==> src/rtl/pool_defs.sv <==
// rtl/pool_defs.sv - shared constants and helpers for the pooling stage
package pool_defs;

  localparam int MODE_MAX   = 0;
  localparam int MODE_AVG   = 1;
  localparam int PP_DEFAULT = 8;

  function automatic int clog2(input int value);
    int r;
    r = 0;
    while ((1 << r) < value) r++;
    return r;
  endfunction

endpackage

==> src/rtl/pool_line_buffer.sv <==
// rtl/pool_line_buffer.sv - ROWS x DIM store of per-column row reductions
// Slot wptr holds the oldest row and is overwritten by the row in flight.
module pool_line_buffer #(
  parameter int DIM  = 28,
  parameter int ROWS = 1,
  parameter int W    = 13,
  parameter int AW   = 5
) (
  input  logic          clk,
  input  logic          reset,
  input  logic          wr_en,
  input  logic          row_done,
  input  logic [AW-1:0] addr,
  input  logic [W-1:0]  wdata,
  output logic [W-1:0]  rdata [ROWS]
);

  localparam int PW = (ROWS > 1) ? $clog2(ROWS) : 1;

  logic [W-1:0]  mem [ROWS][DIM];
  logic [PW-1:0] wptr;

  always_ff @(posedge clk) begin
    if (!reset) begin
      wptr <= '0;
    end else if (row_done) begin
      wptr <= (wptr == PW'(ROWS - 1)) ? '0 : wptr + 1'b1;
    end
  end

  always_ff @(posedge clk) begin
    if (wr_en) begin
      for (int r = 0; r < ROWS; r++) begin
        if (wptr == PW'(r)) mem[r][addr] <= wdata;
      end
    end
  end

  always_comb begin
    for (int r = 0; r < ROWS; r++) rdata[r] = mem[r][addr];
  end

endmodule

==> src/rtl/pool2d_stream.sv <==
// rtl/pool2d_stream.sv - streaming KxK max / floor-average pooling stage
module pool2d_stream
  import pool_defs::*;
#(
  parameter int DIM    = 28,
  parameter int K      = 2,
  parameter int STRIDE = 2,
  parameter int PP     = PP_DEFAULT,
  parameter int MODE   = MODE_MAX
) (
  input  logic        clk,
  input  logic        reset,
  input  logic        in_valid,
  input  logic [PP:0] pxl_in,
  output logic [PP:0] pool_out,
  output logic        out_valid,
  output logic        frame_done
);

  localparam int LG = clog2(K);
  localparam int HW = PP + 1 + 2 * LG;
  localparam int OW = PP + 1;
  localparam int AW = (DIM > 1) ? $clog2(DIM) : 1;
  localparam logic [5:0] LAST = 6'(DIM - 1);
  localparam logic [5:0] KM1  = 6'(K - 1);
  localparam logic [5:0] STEP = 6'(STRIDE);

  if (STRIDE < 1 || STRIDE > K) begin : g_bad_stride
    $error("pool2d_stream: STRIDE must lie in 1..K");
  end
  if (MODE == MODE_AVG && (K & (K - 1)) != 0) begin : g_bad_avg_k
    $error("pool2d_stream: average mode needs K to be a power of two");
  end

  logic [5:0]           row, col;
  logic signed [PP:0]   hsr [K-1];
  logic signed [HW-1:0] h, v;
  logic [HW-1:0]        rd [K-1];
  logic [PP:0]          result;
  logic                 win_ok, last_px, row_end;

  function automatic logic signed [HW-1:0] combine(input logic signed [HW-1:0] a,
                                                   input logic signed [HW-1:0] b);
    if (MODE == MODE_MAX) return (a > b) ? a : b;
    return a + b;
  endfunction

  function automatic logic signed [HW-1:0] ext(input logic signed [PP:0] p);
    return {{(HW - PP - 1){p[PP]}}, p};
  endfunction

  assign row_end = (col == LAST);
  assign last_px = (row == LAST) && row_end;
  assign win_ok  = (row >= KM1) && (col >= KM1) &&
                   ((row - KM1) % STEP == 6'd0) && ((col - KM1) % STEP == 6'd0);

  // Row reduction across the shift register, then column reduction over the buffered rows.
  always_comb begin
    h = ext($signed(pxl_in));
    for (int i = 0; i < K - 1; i++) h = combine(h, ext(hsr[i]));
    v = h;
    for (int i = 0; i < K - 1; i++) v = combine(v, $signed(rd[i]));
  end

  assign result = (MODE == MODE_MAX) ? v[PP:0] : OW'(v >>> (2 * LG));

  pool_line_buffer #(
    .DIM  (DIM),
    .ROWS (K - 1),
    .W    (HW),
    .AW   (AW)
  ) u_lbuf (
    .clk      (clk),
    .reset    (reset),
    .wr_en    (in_valid),
    .row_done (in_valid && row_end),
    .addr     (col[AW-1:0]),
    .wdata    (h),
    .rdata    (rd)
  );

  always_ff @(posedge clk) begin
    if (!reset) begin
      row        <= '0;
      col        <= '0;
      pool_out   <= '0;
      out_valid  <= 1'b0;
      frame_done <= 1'b0;
      for (int i = 0; i < K - 1; i++) hsr[i] <= '0;
    end else begin
      out_valid  <= in_valid && win_ok;
      frame_done <= in_valid && last_px;
      if (in_valid) begin
        if (win_ok) pool_out <= result;
        hsr[0] <= $signed(pxl_in);
        for (int i = 1; i < K - 1; i++) hsr[i] <= (col == 6'd0) ? '0 : hsr[i-1];
        if (row_end) begin
          col <= '0;
          row <= (row == LAST) ? '0 : row + 6'd1;
        end else begin
          col <= col + 6'd1;
        end
      end
    end
  end

endmodule
==> config.mk <==
export PLATFORM = sky130hd
export DESIGN_NAME = pool2d_stream
export DESIGN_NICKNAME = d
export VERILOG_FILES = /design/src/rtl/pool_defs.sv /design/src/rtl/pool_line_buffer.sv /design/src/rtl/pool2d_stream.sv
export SDC_FILE = /design/constraint.sdc
export NUM_CORES = 1
export LEC_CHECK = 0
export ABC_AREA = 1
export CAP_MARGIN = 5
export CORE_MARGIN = 1
export CORE_UTILIZATION = 58
export CTS_BUF_LIST = sky130_fd_sc_hd__clkbuf_4 sky130_fd_sc_hd__clkbuf_8
export DETAILED_ROUTE_END_ITERATION = 6
export PLACE_DENSITY_LB_ADDON = 0.12
export REMOVE_ABC_BUFFERS = 1
export SKIP_CTS_REPAIR_TIMING = 1
export SLEW_MARGIN = 20
export SYNTH_ARGS = -nofsm -noshare
export SYNTH_HDL_FRONTEND = slang
export SYNTH_SLANG_ARGS = --single-unit
==> constraint.sdc <==
create_clock -name clk -period 3.53 [get_ports clk]
set_input_delay 0.706 -clock clk [delete_from_list [all_inputs] [get_ports clk]]
set_output_delay 0.706 -clock clk [all_outputs]
set_load 0.01 [all_outputs]
==> flow_summary.json <==
{
  "run_status": "finished clean",
  "num_vias": 8712,
  "fmax_mhz": 288,
  "gp_congestion": 0.916,
  "crit_slowest_cell": "clkdlybuf4s50_1",
  "syn_to_final_growth_pct": 15.9,
  "drt-initial-drc-count": 935,
  "power_density_nw_per_um2": 564,
  "slew_viol_final": 0,
  "cp_data_arrival_time_ns": 3.92,
  "clkSinkCount": 284,
  "final_nets": 1256,
  "rows": 53,
  "wl_um": 30300,
  "cts_buffers": 44,
  "worst-path-buf-inv": 4,
  "start_kind": "input port",
  "worstSetupPathType": "input port to register",
  "via_per_inst": 5.71,
  "grt_pass1_wl_um": 45200,
  "ir_worst_vdd_mv": 0.499,
  "cap_viol_max_count": 0,
  "required_ns": 3.98,
  "cts_htree_levels": 2,
  "worstMarginPinSlew_ns": 0.602,
  "cpMostUsedCell": "nand3_1",
  "synthTopCellsByCount": "261 x edfxtp_1, 238 x nor2_1, 155 x nand2_1, 123 x o21ai_0, 63 x inv_1",
  "synth_most_common_cell": "edfxtp_1",
  "period_share_pct": 98.3,
  "postSynthCellCount": 1119,
  "synth_top_area_share_pct": 63.3,
  "clock_skew_ns": 0.0176,
  "wl_per_cell_um": 19.8,
  "ios": 23,
  "ys_ff_latch": 284,
  "path_max_fanout": 5,
  "switching_share_pct": 26.8,
  "netlist_area_um2": 12400,
  "hold_viol_final": 0,
  "critPathTopFamily": "simple AND/OR/NAND/NOR gates",
  "dieArea_um2": 21900,
  "crit_chain": "clkdlybuf4s50_1 > ha_4 > nand2_2 > nor2_4 > nand3_1 > nand3_1 > nand2_1 > nand2_2 > buf_6 > nand3_1 > and2_1 > ha_1 > nand2_2 > inv_1 > nand2_1 > nand2_1 > nand3_2 > nand3_4 > nand2_4 > o21ai_4 > nand3_1 > nand3_1 > nand2_1 > inv_1",
  "post-route-util_pct": 68.5,
  "finalWorstSetupSlack_ns": 0.0605,
  "grt_remaining_overflow": 0,
  "root_buffer": "clkbuf_8",
  "clock_latency_ns": 0.55,
  "core_um2": 21000,
  "grt_max_degree": 114,
  "syn_avg_cell_area_um2": 11.1,
  "place_ws_ns": -0.558,
  "synth_area_leaders": "edfxtp_1 63%, nor2_1 7.2%, o21ai_0 5.0%, nand2_1 4.7%, dfxtp_1 3.7%",
  "diodes": 0,
  "finalPower_w": 0.00809,
  "setup_viol": 0,
  "synth_top_area_cell": "edfxtp_1",
  "numPortBuffers": 22,
  "combPwrFrac_pct": 16.5,
  "seqPwrFrac_pct": 48.3,
  "antenna_left": 0,
  "layout-drive-gt1-share_pct": 15.7,
  "clkPwrFrac_pct": 35.2,
  "post-route-min-period_ns": 3.47,
  "grt_use_total_pct": 27.6,
  "grt_pass1_vias": 8279,
  "die_height_um": 148,
  "synth_flop_cell": "edfxtp_1",
  "power_switching_w": 0.00217,
  "path_clk_slew_ns": 0.06,
  "p_int_w": 0.00592,
  "antenna_found_initial": 1,
  "yosysSeqAreaShare_pct": 67.0,
  "leakage_nw": 5.32,
  "hpwl_um": 18400,
  "synthArstFlopShare_pct": 0,
  "cp-end-kind": "register",
  "synth_edf_count": 261,
  "firstDrtPassIters": 5,
  "cts_tree": "yes",
  "cpPeakStageDelay_ns": 0.46,
  "ys_types": 37,
  "die_x_um": 148,
  "start_util_pct": 59.1,
  "drc_errors": 0,
  "yosys_warnings": 0,
  "holdCritPathClass": "register to register",
  "maxSlewHeadroom_pct": 59.8,
  "clockBufferDepth": 3
}
worst reg2reg max path, stage by stage (launching register included):
cell and delay (ns):
edfxtp_1 0.43, inv_1 0.12, ha_4 0.22, nand2_2 0.11, inv_1 0.06, a21oi_2 0.15
nand4_1 0.14, nand2_2 0.14, buf_6 0.13, nand3_1 0.08, and2_1 0.19, ha_1 0.31
nand2_2 0.11, inv_1 0.08, nand2_1 0.07, nand2_1 0.06, nand3_2 0.08, nand3_4 0.13
nand2_4 0.13, o21ai_4 0.10, nand3_1 0.12, nand3_1 0.08, nand2_1 0.12, inv_1 0.04
worst paths after layout:
check            start           to  cells after the start  slack, ns
min             row[0]       row[0]                      2       0.53
min reg2reg     row[0]       row[0]                      2       0.53
max          pxl_in[8]  pool_out[2]                     24       0.06
max reg2reg  hsr[0][8]  pool_out[2]                     23       0.22
metal layers:
metal / wire [µm] / GRT usage, % / share of wire, % / up-vias
li1: - / - / - / 4096
met1: 12900 / 38.9 / 43 / 4196
met3: 2390 / 5.25 / 7.9 / 61
met2: 14100 / 43.3 / 47 / 359
met5: 0 / 0 / 0 / -
met4: 808 / 9.69 / 2.7 / 0
cell families (layout without fill, tap and decap cells):
family,after synthesis,after routing,synth area share [%]
buffers and inverters,118,248,4.85
adders and majority gates,26,26,2.63
AOI/OAI and AO/OA,206,208,8.94
and+or+nand+nor,482,482,16.4
DFF,284,284,67.0
xor gates and xnor gates,3,3,0.212
power groups by stage:
stage / sequential [W] / combinational (W) / clock [W]
6_report: 0.00391 / 0.00134 / 0.00285
5_1_grt: 0.00391 / 0.00143 / 0.00300
4_1_cts: 0.00391 / 0.00114 / 0.00287
3_5_place_dp: 0.00398 / 0.00114 / 0
3_3_place_gp: 0.00398 / 0.00111 / 0
2_1_floorplan: 0.00401 / 0.000587 / 0
placed cells by master (no fill, tap or decap), types with 3 or more instances in the layout:
master and n:
a21oi_2 3, o211ai_1 12, inv_1 63, buf_12 6, xor2_1 3, o21ai_0 122, edfxtp_1 261, inv_2 5
ha_1 23, clkinv_1 12, buf_4 70, ha_4 3, dfxtp_1 21, nor3_1 4, a21oi_1 23, clkinv_2 5
clkbuf_4 12, nand4_1 4, o21ai_1 18, clkdlybuf4s50_1 22, clkbuf_8 45, o22ai_1 24, nor3_2 3, nor2_4 6
nor2_1 236, nand3_2 5, nand2_1 150, clkinvlp_4 3, nand2_2 5, and2_1 8, nor2_2 7, nand3_1 45
bufinv_16 4
area by class of cell:
cell class / instances / area [µm²]
sequential: 284 / 8300
fill: 1584 / 6600
multi-input combinational: 719 / 3650
timing repair buffer: 99 / 877
clock buffer: 57 / 709
tap: 275 / 344
inverter: 70 / 264
clock inverter: 22 / 204
stage by stage:
step / area [µm²] / instances / hold slack (ns) / setup TNS (ns)
floorplan: 12100 / 1071 / 0.480 / -189.83
global placement: 13300 / 1443 / 0.495 / -3.19
detailed placement: 13300 / 1443 / 0.511 / -4.61
CTS: 14200 / 1522 / 0.532 / 0
global route: 14400 / 1526 / 0.556 / -0.631
finish: 14400 / 1526 / 0.533 / 0
registers in the layout (all words and copies together), names as in the netlist:
| name | count |
|---|---|
| hsr | 9 |
| row | 6 |
| out_valid | 1 |
| u_lbuf.mem | 252 |
| col | 6 |
| pool_out | 9 |
| frame_done | 1 |
No activity file was read; power rests on OpenSTA's default activity.
